**config.mk**
```make
export PLATFORM = sky130hd
export DESIGN_NAME = sattn_mmio_driver
export DESIGN_NICKNAME = d
export VERILOG_FILES = /design/src/rtl/sattn_mmio_driver.sv
export SDC_FILE = /design/constraint.sdc
export NUM_CORES = 2
export LEC_CHECK = 0
export ABC_AREA = 1
export CAP_MARGIN = 15
export CORE_AREA = 3 3 296 298
export CTS_CLUSTER_DIAMETER = 150
export DETAILED_ROUTE_END_ITERATION = 7
export DIE_AREA = 0 0 299 301
export DONT_BUFFER_PORTS = 1
export PLACE_DENSITY = 0.56
export SYNTH_ARGS = -nofsm -noshare
export SYNTH_HDL_FRONTEND = slang
export SYNTH_SLANG_ARGS = --single-unit
```
**constraint.sdc**
```tcl
create_clock -name clk -period 34.1 [get_ports clk]
set_input_delay 5.115 -clock clk [delete_from_list [all_inputs] [get_ports clk]]
set_output_delay 5.115 -clock clk [all_outputs]
set_load 0.05 [all_outputs]
```
**src/rtl/sattn_mmio_driver.sv**
```systemverilog
// rtl/sattn_mmio_driver.sv - MMIO master: writes 12 config regs + CMD, polls CMD done bit, returns status/latency.
// Optional SATTN_DRV_SKIP_UNCHANGED_EN: shadow config regs and skip writes whose value is unchanged.
module sattn_mmio_driver #(
  parameter int ADDR_WIDTH     = 16,
  parameter int DATA_WIDTH     = 64,
  parameter int TIMEOUT_CYCLES = 1024
) (
  input  logic                  clk,
  input  logic                  rst,
  input  logic                  desc_valid,
  output logic                  desc_ready,
  input  logic [63:0]           desc_q_base,
  input  logic [63:0]           desc_k_base,
  input  logic [63:0]           desc_v_base,
  input  logic [63:0]           desc_o_base,
  input  logic [63:0]           desc_idx_base,
  input  logic [63:0]           desc_strd_base,
  input  logic [31:0]           desc_m_rows,
  input  logic [31:0]           desc_head_d,
  input  logic [31:0]           desc_block_sz,
  input  logic [31:0]           desc_k_blocks,
  input  logic [31:0]           desc_s_tokens,
  input  logic [31:0]           desc_scale_fp,
  input  logic [7:0]            desc_cmd,
  output logic                  mmio_wen,
  output logic                  mmio_ren,
  output logic [ADDR_WIDTH-1:0] mmio_addr,
  output logic [DATA_WIDTH-1:0] mmio_wdata,
  input  logic [DATA_WIDTH-1:0] mmio_rdata,
  output logic                  resp_valid,
  input  logic                  resp_ready,
  output logic [1:0]            resp_status,
  output logic [15:0]           resp_cycles
);

  localparam logic [3:0]  CMD_IDX     = 4'd12;
  localparam logic [16:0] TIMEOUT_VAL = 17'(TIMEOUT_CYCLES);
  localparam logic [1:0]  ST_OK       = 2'b00;
  localparam logic [1:0]  ST_TIMEOUT  = 2'b01;
  localparam logic [1:0]  ST_NOP      = 2'b10;

  typedef enum logic [1:0] {S_IDLE, S_WRITE, S_POLL, S_RESP} state_e;

  state_e      state_q, state_d;
  logic [3:0]  idx_q, idx_d;
  logic [15:0] cnt_q, cnt_d;
  logic [1:0]  status_q, status_d;
  logic [15:0] cycles_q, cycles_d;
  logic [7:0]  cmd_q, cmd_d;
  logic [63:0] fld_q [12];
  logic [63:0] fld_d [12];
  logic [63:0] desc_fld [12];
  logic [63:0] cur_fld;
  logic [16:0] cnt_inc;
  logic [11:0] need_in, need_lat;
  logic        unused_rdata;

  assign unused_rdata = ^mmio_rdata[DATA_WIDTH-1:1];
  assign cnt_inc      = {1'b0, cnt_q} + 17'd1;

  always_comb begin
    desc_fld[0]  = desc_q_base;
    desc_fld[1]  = desc_k_base;
    desc_fld[2]  = desc_v_base;
    desc_fld[3]  = desc_o_base;
    desc_fld[4]  = desc_idx_base;
    desc_fld[5]  = desc_strd_base;
    desc_fld[6]  = {32'd0, desc_m_rows};
    desc_fld[7]  = {32'd0, desc_head_d};
    desc_fld[8]  = {32'd0, desc_block_sz};
    desc_fld[9]  = {32'd0, desc_k_blocks};
    desc_fld[10] = {32'd0, desc_s_tokens};
    desc_fld[11] = {32'd0, desc_scale_fp};
  end

`ifdef SATTN_DRV_SKIP_UNCHANGED_EN
  logic [63:0] shadow_q [12];
  logic [63:0] shadow_d [12];
  logic [11:0] sval_q, sval_d;

  // need_in looks at the live inputs so the first index is known at the handshake edge
  always_comb begin
    for (int i = 0; i < 12; i++) begin
      need_in[i]  = !(sval_q[i] && (shadow_q[i] == desc_fld[i]));
      need_lat[i] = !(sval_q[i] && (shadow_q[i] == fld_q[i]));
    end
  end

  always_comb begin
    shadow_d = shadow_q;
    sval_d   = sval_q;
    if (state_q == S_WRITE) begin
      for (int i = 0; i < 12; i++) begin
        if (idx_q == 4'(i)) begin
          shadow_d[i] = fld_q[i];
          sval_d[i]   = 1'b1;
        end
      end
    end
  end

  always_ff @(posedge clk or posedge rst) begin
    if (rst) begin
      sval_q <= '0;
      for (int i = 0; i < 12; i++) shadow_q[i] <= '0;
    end else begin
      sval_q   <= sval_d;
      shadow_q <= shadow_d;
    end
  end
`else
  assign need_in  = '1;
  assign need_lat = '1;
`endif

  // Lowest index >= start that must be written; CMD when none remain
  function automatic logic [3:0] next_needed(input logic [11:0] need, input logic [4:0] start);
    logic [3:0] res;
    res = CMD_IDX;
    for (int i = 11; i >= 0; i--) begin
      if (need[i] && (5'(i) >= start)) res = 4'(i);
    end
    return res;
  endfunction

  always_comb begin
    cur_fld = {56'd0, cmd_q};
    for (int i = 0; i < 12; i++) begin
      if (idx_q == 4'(i)) cur_fld = fld_q[i];
    end
  end

  always_comb begin
    state_d    = state_q;
    idx_d      = idx_q;
    cnt_d      = cnt_q;
    status_d   = status_q;
    cycles_d   = cycles_q;
    cmd_d      = cmd_q;
    fld_d      = fld_q;
    desc_ready = 1'b0;
    mmio_wen   = 1'b0;
    mmio_ren   = 1'b0;
    mmio_addr  = '0;
    mmio_wdata = '0;
    resp_valid = 1'b0;
    unique case (state_q)
      S_IDLE: begin
        desc_ready = 1'b1;
        if (desc_valid) begin
          fld_d   = desc_fld;
          cmd_d   = desc_cmd;
          idx_d   = next_needed(need_in, 5'd0);
          state_d = S_WRITE;
        end
      end
      S_WRITE: begin
        mmio_wen   = 1'b1;
        mmio_addr  = ADDR_WIDTH'({idx_q, 3'b000});
        mmio_wdata = DATA_WIDTH'(cur_fld);
        if (idx_q == CMD_IDX) begin
          cnt_d = '0;
          if (cmd_q == 8'h00) begin
            status_d = ST_NOP;
            cycles_d = '0;
            state_d  = S_RESP;
          end else begin
            state_d = S_POLL;
          end
        end else begin
          idx_d = next_needed(need_lat, 5'(idx_q) + 5'd1);
        end
      end
      S_POLL: begin
        // done pulses for one cycle only, so sample every cycle with no gaps
        mmio_ren  = 1'b1;
        mmio_addr = ADDR_WIDTH'(7'h60);
        cnt_d     = cnt_inc[15:0];
        if (mmio_rdata[0]) begin
          status_d = ST_OK;
          cycles_d = cnt_inc[15:0];
          state_d  = S_RESP;
        end else if (cnt_inc == TIMEOUT_VAL) begin
          status_d = ST_TIMEOUT;
          cycles_d = TIMEOUT_VAL[15:0];
          state_d  = S_RESP;
        end
      end
      S_RESP: begin
        resp_valid = 1'b1;
        if (resp_ready) state_d = S_IDLE;
      end
      default: state_d = S_IDLE;
    endcase
    if (rst) desc_ready = 1'b0;
  end

  always_ff @(posedge clk or posedge rst) begin
    if (rst) begin
      state_q  <= S_IDLE;
      idx_q    <= '0;
      cnt_q    <= '0;
      status_q <= '0;
      cycles_q <= '0;
      cmd_q    <= '0;
      for (int i = 0; i < 12; i++) fld_q[i] <= '0;
    end else begin
      state_q  <= state_d;
      idx_q    <= idx_d;
      cnt_q    <= cnt_d;
      status_q <= status_d;
      cycles_q <= cycles_d;
      cmd_q    <= cmd_d;
      fld_q    <= fld_d;
    end
  end

  assign resp_status = status_q;
  assign resp_cycles = cycles_q;

endmodule
```
==> summary.md <==
| Metric | Value |
|---|---|
| Status | `complete, no violations` |
| Clk root buf | `clkbuf_16` |
| Max IR drop VDD | `0.0558 mV` |
| Grt ovf | `0` |
| Tcrit/Tclk final | `0.320` |
| Final Hold Fails | `0` |
| Slew Viols, Final | `0` |
| Worst slew pin tran | `1.22 ns` |
| RSZ-0062 raised after global routing | `false` |
| Largest net degree at the start of global routing | `161` |
| Max incr delay on CP | `0.67 ns` |
| DRT iter0 DRCs | `1401` |
| Detailed Route WL | `102000 um` |
| FP Rows | `107` |
| Area of the mapped netlist | `29900 um^2` |
| Worst EP required | `28.98 ns` |
| MaxCap Viol Count | `0` |
| Post-DP HPWL | `73400 um` |
| Nets | `3678` |
| Reg clk slew, reported paths | `0.06 ns` |
| Vias/cell | `5.10` |
| Synth top area cells | `dfrtp_1, mux2_2, nand2_1` |
| Die height | `301 um` |
| FMAX | `91.7 MHz` |
| Count of flip-flops with a built-in enable after synthesis | `0` |
| Post-CTS setup buffers | `0` |
| Critical path arrival | `5.78 ns` |
| Initial antenna violation count | `54` |
| CP max stage cell | `nor2_1` |
| Final Skew | `0.0142 ns` |
| Number of global-route vias before repair | `21500` |
| DP Area | `30800 um^2` |
| P_leak | `15.1 nW` |
| Total number of vias | `21700` |
| Die area | `90000 um^2` |
| CTS max path bufs | `3` |
| Startpoint types | `primary input` |
| Cts hold-fix bufs | `0` |
| CP delay by family, top | `simple AND/OR/NAND/NOR gates` |
| Wire length per cell | `23.9 um` |
| Setup TNS | `0 ns` |
| Layout area overhead | `11.6%` |
| # clock sinks | `624` |
| Skew-Pair Late Insertion Delay | `0.61 ns` |
| Setup violators final | `0` |
| Design Area, Final | `33300 um^2` |
| First-pass DRT Iterations | `5` |
| Final worst path period need | `10.90 ns` |
| Crit Path Category | `in2out` |
| Nature of the critical path endpoint | `primary output` |
| Slew HR | `0.187` |
| PwrDens | `109 nW/um^2` |
| Initial Util | `0.351` |
| Layout cell share with drive strength beyond 1 | `0.208` |
| CTS resizes | `0` |
| Die W | `299 um` |
| Post-synth top cells | `dfrtp_1, nand2_1, mux2_2` |
| Min-delay worst type | `reg2reg` |
| GR Util All Layers | `0.220` |
| CORE AREA | `85100 um^2` |
| Share of the synthesized area in the top cell type | `0.523` |
| Crit-path max FO | `2` |
| First-pass GRT wire length | `147000 um` |
| IO buf count | `0` |
| Share of flip-flops with an asynchronous set or reset | `1.00` |
| Cells after Synth | `3093` |
| Top-count cell post-synth | `dfrtp_1` |
| Critical path buffers and inverters | `0` |
| Remaining DRCs | `0` |
| Area leader, netlist | `dfrtp_1` |
| FILL cells | `8574` |
| Detail Route Antenna Nets | `0` |
| Yosys warnings | `0` |
| H-tree depth | `3` |
| Top_reg_cell synth | `dfrtp_1` |
| Number of storage elements in the synthesis netlist | `624` |
| Post-synthesis sequential area ratio | `0.523` |
| Avg Cell Area, Syn | `9.66 um^2` |
| Yosys cell types | `49` |
| GP Congestion | `0.879` |
| Cell Chain, Critical Path | `nor2_1` |
| TritonCTS Buffers | `75` |
| Top Ports | `754` |
| CTS tree | `yes` |
## per-layer routing
layer / share of wire / vias up / global-route usage
met3: 0.062 / 172 / 0.0554
met4: 0.030 / 18 / 0.0813
li1: - / 10100 / -
met5: 0.0014 / - / 0
met1: 0.44 / 10700 / 0.293
met2: 0.46 / 633 / 0.345
## placed cells by master (no fill, tap or decap), types with 10 or more instances in the layout
cell / n
buf_4: 37
nand3_1: 137
o21ai_1: 41
inv_2: 18
or2_2: 12
nand4_1: 25
o211ai_1: 45
nor2_1: 248
clkbuf_1: 16
clkbuf_16: 75
a221oi_1: 29
clkbuf_8: 13
a21oi_1: 209
ha_1: 11
o21ai_0: 124
conb_1: 12
inv_1: 282
diode_2: 36
nand2_1: 541
or2_0: 10
dfrtp_1: 624
mux2_2: 435
o2111ai_1: 31
## worst paths after layout
kind,start,end,slack (ns),depth (start not counted)
min in group asynchronous,rst,resp_cycles[11],4.46,1
setup reg to reg,state_q[0],fld_q[626],29.53,7
hold / removal,fld_q[591],fld_q[591],0.50,1
max in group asynchronous,rst,fld_q[544],26.44,4
hold reg to reg,fld_q[591],fld_q[591],0.50,1
setup / recovery,rst,desc_ready,23.20,1
## where the power goes
part,internal (mW),switching [mW],total [mW]
clock network,0.487,0.323,0.810
logic,0.535,1.03,1.57
registers,1.10,0.167,1.26
total,2.12,1.52,3.64
## cell type report
cell class              count  area [um^2]  share of cell area
repair buffers             38          298             0.00894
clock buffers             104         2120              0.0635
diodes                     36         90.1             0.00270
inverters                 306         1160              0.0349
multi-input cells        1969        12300               0.368
clock inverters            23          349              0.0105
well taps                1144         1430              0.0430
flip-flops and latches    624        15600               0.469
## cell families (layout without fill, tap and decap cells)
group / after synthesis / in the layout / share of synthesized area
other cells: 1 / 48 / 0.000126
simple gates: 1009 / 1009 / 0.141
xor+xnor: 8 / 8 / 0.00235
fa+ha+maj: 12 / 12 / 0.00503
flops: 624 / 624 / 0.523
buf+inv: 511 / 471 / 0.0693
mux: 435 / 435 / 0.164
compound gates: 493 / 493 / 0.0952
## per-stage QoR
stage	utilization	std cells	hold slack, ns	power (mW)	worst slack (ns)
after floorplan	-	3104	0.471	2.38	11.51
after global routing	0.391	4232	0.509	3.90	23.19
after global placement	0.361	4081	0.478	2.84	23.20
after detailed placement	0.361	4081	0.487	2.87	23.20
after CTS	0.390	4208	0.501	3.69	23.20
final	0.391	4244	0.499	3.64	23.20
## state kept, by name, indices dropped and copies added (netlist names)
| name | count |
|---|---|
| cmd_q | 8 |
| cnt_q | 16 |
| fld_q | 576 |
| idx_q | 4 |
| resp_cycles | 16 |
| resp_status | 2 |
| state_q | 2 |
Power figures use the tool's default switching activity.
